### src/rtl/fetch_queue.sv
// Instruction fetch queue: issues word-address fetches, queues in-order responses
// and flushes on redirect. Optional same-cycle bypass: define FETCH_QUEUE_BYPASS_EN.
module fetch_queue #(
  parameter int               PC_W     = 30,
  parameter int               DATA_W   = 32,
  parameter int               DEPTH    = 4,
  parameter logic [PC_W-1:0]  RESET_PC = {PC_W{1'b0}}
) (
  input  logic                     clk,
  input  logic                     reset,
  input  logic                     redirect_valid,
  input  logic [PC_W-1:0]          redirect_pc,
  output logic                     imem_req_valid,
  output logic [PC_W-1:0]          imem_req_addr,
  input  logic                     imem_req_ready,
  input  logic                     imem_resp_valid,
  input  logic [DATA_W-1:0]        imem_resp_data,
  output logic [PC_W+DATA_W-1:0]   IF_ID_BUS,
  output logic                     valid,
  input  logic                     next_valid,
  output logic [$clog2(DEPTH):0]   count
);

  localparam int AW = $clog2(DEPTH);
  localparam int CW = AW + 1;
  localparam int EW = PC_W + DATA_W;
  localparam logic [CW:0] DEPTH_L  = (CW+1)'(DEPTH);
  localparam logic [0:0]  ST_RUN   = 1'b0;
  localparam logic [0:0]  ST_DRAIN = 1'b1;

  logic [0:0]      r_state;
  logic [PC_W-1:0] r_fetch_pc;
  logic [PC_W-1:0] r_resp_pc;
  logic [CW-1:0]   r_out;
  logic [CW-1:0]   r_disc;
  logic [CW-1:0]   r_count;
  logic [AW-1:0]   r_rd_ptr;
  logic [AW-1:0]   r_wr_ptr;
  logic [EW-1:0]   r_mem [DEPTH];

  logic [CW:0]     w_occ;
  logic            w_run;
  logic            w_q_nonempty;
  logic            w_req_valid;
  logic            w_req_fire;
  logic            w_resp_take;
  logic            w_bypass;
  logic            w_valid;
  logic            w_deq;
  logic            w_enq;
  logic [EW-1:0]   w_bus;
  logic [CW-1:0]   w_out_next;
  logic [CW-1:0]   w_out_less_resp;
  logic [CW-1:0]   w_count_next;

  // Queued entries plus in-flight requests reserve slots, so a response always has room.
  assign w_occ        = {1'b0, r_count} + {1'b0, r_out};
  assign w_run        = (r_state == ST_RUN);
  assign w_q_nonempty = (r_count != {CW{1'b0}});
  assign w_req_valid  = !reset && w_run && !redirect_valid && (w_occ < DEPTH_L);
  assign w_req_fire   = w_req_valid && imem_req_ready;
  assign w_resp_take  = !reset && w_run && !redirect_valid && imem_resp_valid;
  assign w_valid      = !reset && !redirect_valid && (w_q_nonempty || w_bypass);
  assign w_deq        = w_valid && next_valid && w_q_nonempty;
  assign w_enq        = w_resp_take && !(w_bypass && next_valid);

  // Head selection; an empty queue presents an all-zero NOP.
  always_comb begin
    w_bypass = 1'b0;
    w_bus    = {EW{1'b0}};
`ifdef FETCH_QUEUE_BYPASS_EN
    w_bypass = w_resp_take && !w_q_nonempty;
`endif
    if (!w_valid) begin
      w_bus = {EW{1'b0}};
    end else if (w_q_nonempty) begin
      w_bus = r_mem[r_rd_ptr];
    end else begin
`ifdef FETCH_QUEUE_BYPASS_EN
      w_bus = {r_resp_pc, imem_resp_data};
`else
      w_bus = {EW{1'b0}};
`endif
    end
  end

  // Outstanding and occupancy next-state arithmetic.
  always_comb begin
    case ({w_req_fire, imem_resp_valid})
      2'b10:   w_out_next = r_out + CW'(1'b1);
      2'b01:   w_out_next = r_out - CW'(1'b1);
      default: w_out_next = r_out;
    endcase
    if (imem_resp_valid) begin
      w_out_less_resp = r_out - CW'(1'b1);
    end else begin
      w_out_less_resp = r_out;
    end
    case ({w_enq, w_deq})
      2'b10:   w_count_next = r_count + CW'(1'b1);
      2'b01:   w_count_next = r_count - CW'(1'b1);
      default: w_count_next = r_count;
    endcase
  end

  // Control state: PCs, counters, pointers and RUN/DRAIN.
  always_ff @(posedge clk) begin
    if (reset) begin
      r_state    <= ST_RUN;
      r_fetch_pc <= RESET_PC;
      r_resp_pc  <= RESET_PC;
      r_out      <= {CW{1'b0}};
      r_disc     <= {CW{1'b0}};
      r_count    <= {CW{1'b0}};
      r_rd_ptr   <= {AW{1'b0}};
      r_wr_ptr   <= {AW{1'b0}};
    end else if (redirect_valid) begin
      r_fetch_pc <= redirect_pc;
      r_resp_pc  <= redirect_pc;
      r_count    <= {CW{1'b0}};
      r_rd_ptr   <= {AW{1'b0}};
      r_wr_ptr   <= {AW{1'b0}};
      r_out      <= w_out_less_resp;
      r_disc     <= w_out_less_resp;
      r_state    <= (w_out_less_resp != {CW{1'b0}}) ? ST_DRAIN : ST_RUN;
    end else begin
      if (w_req_fire) r_fetch_pc <= r_fetch_pc + PC_W'(1'b1);
      if (w_resp_take) r_resp_pc <= r_resp_pc + PC_W'(1'b1);
      if (w_enq) r_wr_ptr <= r_wr_ptr + AW'(1'b1);
      if (w_deq) r_rd_ptr <= r_rd_ptr + AW'(1'b1);
      r_count <= w_count_next;
      r_out   <= w_out_next;
      case (r_state)
        ST_RUN: r_state <= ST_RUN;
        ST_DRAIN: begin
          // Stale responses are swallowed until every pre-redirect request has returned.
          if (imem_resp_valid) begin
            r_disc <= r_disc - CW'(1'b1);
            if (r_disc <= CW'(1'b1)) r_state <= ST_RUN;
          end else if (r_disc == {CW{1'b0}}) begin
            r_state <= ST_RUN;
          end
        end
        default: r_state <= ST_RUN;
      endcase
    end
  end

  // Queue storage; contents are don't-care while the entry is not counted.
  always_ff @(posedge clk) begin
    if (w_enq) r_mem[r_wr_ptr] <= {r_resp_pc, imem_resp_data};
  end

  assign imem_req_valid = w_req_valid;
  assign imem_req_addr  = r_fetch_pc;
  assign valid          = w_valid;
  assign IF_ID_BUS      = w_bus;
  assign count          = reset ? {CW{1'b0}} : r_count;

endmodule

### config.mk
export PLATFORM = sky130hd
export DESIGN_NAME = fetch_queue
export DESIGN_NICKNAME = d
export VERILOG_FILES = /design/src/rtl/fetch_queue.sv
export SDC_FILE = /design/constraint.sdc
export NUM_CORES = 1
export LEC_CHECK = 0
export BUFFER_PORTS_ARGS = -buffer_cell sky130_fd_sc_hd__buf_2
export CAP_MARGIN = 5
export CORE_MARGIN = 3
export CORE_UTILIZATION = 35
export CTS_CLUSTER_DIAMETER = 50
export CTS_CLUSTER_SIZE = 25
export DETAILED_ROUTE_END_ITERATION = 10
export SLEW_MARGIN = 10
export SYNTH_ARGS = -nofsm -noshare
export SYNTH_HDL_FRONTEND = slang
export SYNTH_SLANG_ARGS = --single-unit
### constraint.sdc
create_clock -name clk -period 6.8 [get_ports clk]
set_clock_uncertainty 0.2 [all_clocks]
set_input_delay 0.34 -clock clk [delete_from_list [all_inputs] [get_ports clk]]
set_output_delay 0.34 -clock clk [all_outputs]
set_load 0.05 [all_outputs]
==> results of run 1 <==
power by group:
part	switching [uW]	internal [uW]	leakage, uW
Clock	808	1030	0.000547
Combinational	158	107	0.00245
Sequential	56.2	2180	0.00287
Total	1020	3310	0.00587
per-layer routing:
metal	vias up	routed length [um]
met3	49	1940
met4	0	612
li1	3941	-
met5	-	0
met2	296	14200
met1	4111	14200
through the flow:
| step | worst slack [ns] | power [uW] | instance area (um2) | std cells | hold WS [ns] |
|---|---|---|---|---|---|
| 4_1_cts | 3.15 | 4390 | 16600 | 1668 | 0.0499 |
| 2_1_floorplan | 3.73 | 2420 | 13500 | 911 | 0.239 |
| 5_1_grt | 3.02 | 4500 | 16600 | 1668 | 0.0998 |
| 3_5_place_dp | 3.70 | 2510 | 14900 | 1545 | 0.332 |
| 3_3_place_gp | 3.71 | 2510 | 14900 | 1545 | 0.318 |
| 6_report | 3.29 | 4330 | 16600 | 1668 | 0.0768 |
kinds of logic (layout without fill, tap and decap cells):
family,count (synthesis),after routing,share of synthesized area (%)
DFF,324,324,66.2
xor gates and xnor gates,41,41,2.65
buffers and inverters,67,313,1.95
muxes,76,76,11.4
AOI/OAI and AO/OA,103,103,4.83
and+or+nand+nor,286,286,11.6
adders and majority gates,14,14,1.35
final cells by class:
class / instances / share of cell area (%)
Sequential cell: 324 / 53.9
Tap cell: 511 / 3.84
Clock buffer: 40 / 5.69
Timing Repair Buffer: 233 / 8.97
Multi-Input combinational cell: 520 / 26.0
Inverter: 19 / 0.443
Clock inverter: 21 / 1.13
worst paths after layout:
check                                              start                              to  slack, ns
worst max-delay path                           flip-flop                   IF_ID_BUS[36]       3.29
worst min-delay path                          next_valid                       flip-flop       0.08
worst min register to register  r_rd_ptr[1]$_SDFFE_PP0P_                       flip-flop       0.34
worst max register to register     r_out[1]$_SDFFE_PP0P_  imem_req_addr[29]$_SDFFE_PP0P_       3.93
repair_timing:
action                                 in CTS  in global routing
resized for setup                           0                  0
hold buffers                               62                  0
endpoints found under the hold margin     189                  0
sequential cells by signal, indices dropped and copies added, names as in the netlist, named ones only:
register       cells
imem_req_addr     30
r_count            3
r_disc             3
r_mem            248
r_out              3
r_rd_ptr           2
r_resp_pc         30
r_state            1
r_wr_ptr           2
synth_stat cells, types with 5 or more instances:
cell type | count | area (um2)
buf_2 | 5 | 25.0
nand4_1 | 27 | 169
and3_1 | 10 | 62.6
nor3_1 | 5 | 25.0
a21boi_1 | 6 | 45.0
xor2_1 | 23 | 201
nand2_1 | 50 | 188
or3_1 | 5 | 31.3
a31oi_1 | 14 | 87.6
inv_1 | 17 | 63.8
a211oi_1 | 15 | 113
and2_1 | 71 | 444
ha_1 | 13 | 163
mux2_1 | 10 | 113
a21oi_1 | 33 | 165
mux4_2 | 62 | 1400
dfxtp_1 | 76 | 1520
buf_1 | 9 | 33.8
nand3b_1 | 5 | 37.5
nand3_1 | 32 | 160
xnor2_1 | 18 | 158
edfxtp_1 | 248 | 7450
nor4_1 | 7 | 43.8
clkbuf_1 | 33 | 124
nor2_1 | 51 | 191
and4_1 | 6 | 52.6
o21ai_0 | 12 | 60.1
worst max-delay path: stages, from the launching register on:
cell and delay (ns):
dfxtp_4 0.58, buf_4 0.79, mux4_2 0.65, and2_1 0.20, buf_2 0.21
==> reports/summary.txt, run 1 <==
FLOORPLAN
-------------------------------------------------------------------------------------------
Placement row count                                                                      71
Initial core utilization                                                              35.7%
DIE HEIGHT                                                                           203 um
Total Die Area                                                                    41100 um2
Width of the die                                                                     203 um
Core box area                                                                     37900 um2
Number of top-level pins                                                                165

DETAILED ROUTING
-------------------------------------------------------------------------------------------
Vias                                                                                   8397
Total wire length                                                                  30900 um
Routed length per instance                                                          18.5 um
Count of nets left with antenna violations after detail routing                           0
Number of design-rule violations left by the first detailed-router iteration            449
Number of DRC violations after detailed routing                                           0
Avg Vias per Cell                                                                      5.03
First-pass detailed-route iteration total                                                 6

JOB
-------------------------------------------------------------------------------------------
Max-cap check violation count                                                             0

LOGIC SYNTHESIS
-------------------------------------------------------------------------------------------
Sequential cell area fraction in the yosys report                                     66.2%
Number of synthesis warnings                                                              0
Total nets after synthesis                                                              993
Number of standard cells after synthesis                                                911
Area of the mapped netlist                                                        13500 um2
Post-synthesis async set-or-reset flop share                                             0%
Syn_area_per_cell                                                                  14.9 um2
Number of enable-type register cells in the synthesized netlist                         248
Primary FF master, synth                                                           edfxtp_1
Number of synthesized register bits                                                     324
Distinct cell type count of the synthesized netlist                                      57

WORST HOLD PATH
-------------------------------------------------------------------------------------------
Worst hold path stage count                                                               4
Worst min-delay path category                                                  primary input to flip-flop

TIMING
-------------------------------------------------------------------------------------------
Fin crit period                                                                     3.51 ns
Setup TNS after final layout                                                           0 ns
Max-slew violation count                                                                  0
Slew at the pin closest to its max-slew limit                                       1.00 ns
Highest achievable clock rate                                                       285 MHz
RSZ-0062 raised after global routing                                                  false
Relative slew slack                                                                   33.3%
Setup-failing EPs final                                                                   0
Count of final hold-check violations                                                      0
Fraction of the cycle the final worst path needs                                      51.7%

GRT
-------------------------------------------------------------------------------------------
Global-route met3 utilization                                                         2.52%
Wire length of the first global-routing pass                                       48700 um
Routing usage on met2                                                                 23.7%
Number of global-route vias before repair                                              8391
Sum of overflow across all layers after global routing                                    0
Number of antenna violations at the first check in global routing                         0
Routing layer with the top usage in global route                                       met2
Grt met1 use                                                                          21.8%
Tot GR Track Use                                                                      15.1%
Maximum number of pins on one net before global-route repair                             65

WORST SETUP PATH
-------------------------------------------------------------------------------------------
Number of cells traversed by the worst register-to-register path                          6
Setup CP Type                                                                  flip-flop to output port
Critical Path RT                                                                    6.26 ns
Critical-path maximum fanout                                                             45
Arrival time at the worst endpoint                                                  2.97 ns
Type of origin of the critical path                                               flip-flop
Category of the worst setup path capture point                                  output port

PLACE
-------------------------------------------------------------------------------------------
Global placer's final weighted congestion                                             0.807
Hpwl dp                                                                            19000 um
Quantity of I/O buffers inserted on ports                                               164

CTS
-------------------------------------------------------------------------------------------
Buffer cell driving the clock tree root                                           clkbuf_16
Source-to-sink clock delay at the later pin of the worst-skew pair                  0.51 ns
Number of CTS-inserted buffers                                                           34
Number of sinks driven by the clock tree                                                324
Clock slew seen by the registers of the worst setup and hold paths                  0.06 ns
TritonCTS clock tree                                                                   done
CTS H-Tree Depth                                                                          2
Setup repair bufs after CTS                                                               0
Clock Tree Buf Depth                                                                      3

LAYOUT
-------------------------------------------------------------------------------------------
Area of combinational cells with multiple inputs                                   4330 um2
Final nets                                                                             1214
Antenna Diode Count                                                                       0
Area grow syn2layout                                                                  22.9%
Final design utilization                                                              43.9%
Most frequent standard cell in the layout excluding fill and tap cells             edfxtp_1
Fillers                                                                                3427
Most used cells in the layout excluding fill and tap cells                     edfxtp_1 (248), buf_2 (164), dfxtp_1 (74)
Storage cell area                                                                  8970 um2
Fraction of final layout cells sized beyond drive strength 1                          26.3%

POWER AND IR DROP
-------------------------------------------------------------------------------------------
Leakage power                                                                    0.00587 uW
Pwr Density                                                                      260 nW/um2
Worst supply voltage drop on vdd                                                   0.157 mV

STATUS
-------------------------------------------------------------------------------------------
Status                                                                         finished clean

Power figures use the tool's default switching activity.
==> run 2: changes to the inputs <==
==> constraint.sdc (replaced) <==
create_clock -name clk -period 3.6 [get_ports clk]
set_clock_uncertainty 0.2 [all_clocks]
set_input_delay 0.18 -clock clk [delete_from_list [all_inputs] [get_ports clk]]
set_output_delay 0.18 -clock clk [all_outputs]
set_load 0.05 [all_outputs]
==> reports/summary.txt, run 2 (synthesis gave the netlist of run 1 again) <==
WORST SETUP PATH
-------------------------------------------------------------------------------------------
Arrival time at the worst endpoint                                                  3.32 ns
Setup CP Type                                                                  primary input to flip-flop
Worst reg2reg endpoint                                                         r_resp_pc[14]$_SDFFE_PP0P_
Critical Path RT                                                                    3.87 ns
Number of cells traversed by the worst register-to-register path                          7
Worst-case register-to-register setup slack                                         0.58 ns
Critical path's slowest cell                                                        nor4b_4
Sequence of cells on the critical path                                         dlygate4sd3_1 > buf_2 > nor4b_4 > inv_4 > nor3_4 > nand4_1 > mux2_1 > nor3_2 > dlygate4sd3_1
Worst r2r src                                                                  r_state$_SDFF_PP0_
Critical Path Most Common Cell                                                 dlygate4sd3_1
Largest stage delay on the critical path                                            0.63 ns
Category of the worst setup path capture point                                    flip-flop
Type of origin of the critical path                                            primary input
Critical-path maximum fanout                                                             18

POWER AND IR DROP
-------------------------------------------------------------------------------------------
Worst supply voltage drop on vdd                                                   0.317 mV
Total power draw                                                                    8270 uW
Pwr Density                                                                      490 nW/um2
Leakage power                                                                    0.00598 uW

WORST HOLD PATH
-------------------------------------------------------------------------------------------
Worst min-delay path category                                                  primary input to flip-flop
Startpoint of the most critical hold path                                      redirect_valid
Worst hold path stage count                                                               3
Worst Hold Endpoint                                                            r_count[2]$_SDFFE_PP0P_

CTS
-------------------------------------------------------------------------------------------
Hold_buf cts                                                                             67
Source-to-sink clock delay at the later pin of the worst-skew pair                  0.53 ns
CTS H-Tree Depth                                                                          2
Clock Tree Buf Depth                                                                      3
Setup repair bufs after CTS                                                               0
Clock slew seen by the registers of the worst setup and hold paths                  0.07 ns
Quantity of gates resized following cts                                                   0
Buffer cell driving the clock tree root                                           clkbuf_16
Number of CTS-inserted buffers                                                           34
TritonCTS clock tree                                                                   done
Number of sinks driven by the clock tree                                                324

FLOORPLAN
-------------------------------------------------------------------------------------------
Width of the die                                                                     203 um
Number of top-level pins                                                                165
Total Die Area                                                                    41100 um2
DIE HEIGHT                                                                           203 um
Core box area                                                                     37900 um2
Initial core utilization                                                              35.7%
Placement row count                                                                      71

DETAILED ROUTING
-------------------------------------------------------------------------------------------
Total wire length                                                                  31300 um
Routed length per instance                                                          18.6 um
Avg Vias per Cell                                                                      4.99
First-pass detailed-route iteration total                                                 4
Count of nets left with antenna violations after detail routing                           0
Vias                                                                                   8402
Number of design-rule violations left by the first detailed-router iteration            388
Number of DRC violations after detailed routing                                           0

TIMING
-------------------------------------------------------------------------------------------
Fin crit period                                                                     3.05 ns
Fraction of the cycle the final worst path needs                                      84.7%
Setup TNS after final layout                                                           0 ns
Setup-failing EPs final                                                                   0
RSZ-0062 raised after global routing                                                  false
Slew at the pin closest to its max-slew limit                                      0.829 ns
Count of final hold-check violations                                                      0
Max-slew violation count                                                                  0
Highest achievable clock rate                                                       328 MHz
Relative slew slack                                                                   44.3%

PLACE
-------------------------------------------------------------------------------------------
Hpwl dp                                                                            20300 um
Placed cell areas                                                                 15100 um2
Global placer's final weighted congestion                                             0.820
Quantity of I/O buffers inserted on ports                                               164

LAYOUT
-------------------------------------------------------------------------------------------
Final design utilization                                                              44.5%
Max FFs per register                                                                    248
Antenna Diode Count                                                                       0
Fraction of final layout cells sized beyond drive strength 1                          27.0%
Storage cell area                                                                  8970 um2
Most used cells in the layout excluding fill and tap cells                     edfxtp_1 (248), buf_2 (164), dfxtp_1 (74)
Most frequent standard cell in the layout excluding fill and tap cells             edfxtp_1
Area grow syn2layout                                                                  24.7%
Area of combinational cells with multiple inputs                                   4330 um2
Fillers                                                                                3408
Top register by number of flip-flops                                                  r_mem
Final nets                                                                             1229
Finished Cell Area                                                                16900 um2

GRT
-------------------------------------------------------------------------------------------
Tot GR Track Use                                                                      15.2%
Sum of overflow across all layers after global routing                                    0
Number of global-route vias before repair                                              8509
Wire length of the first global-routing pass                                       49200 um
Maximum number of pins on one net before global-route repair                             65
Number of antenna violations at the first check in global routing                         1

JOB
-------------------------------------------------------------------------------------------
Max-cap check violation count                                                             0

STATUS
-------------------------------------------------------------------------------------------
Status                                                                         finished clean

==> run 2: cell count changes in the layout (fill, tap and decap cells not counted), sizes merged <==
cell / previous run / this run
clkinv: 14 / 11
dlygate4sd3: 62 / 67
clkbuf: 40 / 37
bufinv: 0 / 1
buf: 171 / 181
clkinvlp: 3 / 1
inv: 23 / 30
==> run 2: area by class of cell <==
| class | instances | area share [%] |
|---|---|---|
| Inverter | 19 | 0.437 |
| Multi-Input combinational cell | 520 | 25.7 |
| Sequential cell | 324 | 53.1 |
| Timing Repair Buffer | 248 | 10.1 |
| Clock inverter | 24 | 1.73 |
| Clock buffer | 37 | 5.16 |
| Tap cell | 511 | 3.79 |
==> run 2: per-stage QoR <==
step,hold slack (ns),std cells,worst slack (ns)
final,0.0216,1683,0.550
after global routing,0.0312,1683,0.379
after CTS,0.000856,1683,0.574
after detailed placement,0.204,1555,0.987
after global placement,0.195,1555,0.975
after floorplan,0.0789,911,0.585
==> run 2: report_power, final <==
group / leakage (uW) / internal (uW) / total, uW / switching, uW
combinational: 0.00254 / 210 / 508 / 299
clock: 0.000562 / 1940 / 3550 / 1610
sequential: 0.00287 / 4110 / 4210 / 105
total: 0.00598 / 6260 / 8270 / 2010
==> run 2: layer usage <==
metal	global-route usage [%]	part of all wire [%]	up-vias
met5	0	0.045	-
met4	3.61	1.7	2
met3	2.47	5.4	41
met2	24.6	47	249
met1	21.6	46	4141
li1	-	-	3969
==> run 2: how the worst max path moves through the flow <==
stage / startpoint / to / slack, ns / cells after the start
finish: imem_resp_valid / r_resp_pc[14]$_SDFFE_PP0P_ / 0.55 / 9
global route: imem_resp_valid / r_resp_pc[14]$_SDFFE_PP0P_ / 0.38 / 9
CTS: imem_resp_valid / r_resp_pc[14]$_SDFFE_PP0P_ / 0.57 / 9
detailed placement: r_out[1]$_SDFFE_PP0P_ / imem_req_addr[23]$_SDFFE_PP0P_ / 0.99 / 7
global placement: r_out[2]$_SDFFE_PP0P_ / imem_req_addr[23]$_SDFFE_PP0P_ / 0.98 / 7
floorplan: r_state$_SDFF_PP0_ / r_mem[1][0]$_DFFE_PP_ / 0.58 / 2
==> run 2: critical path, delay by kind of cell <==
| kind | cells | cell delay [ns] |
|---|---|---|
| mux | 1 | 0.35 |
| buf+inv | 4 | 1.48 |
| simple gates | 4 | 1.31 |
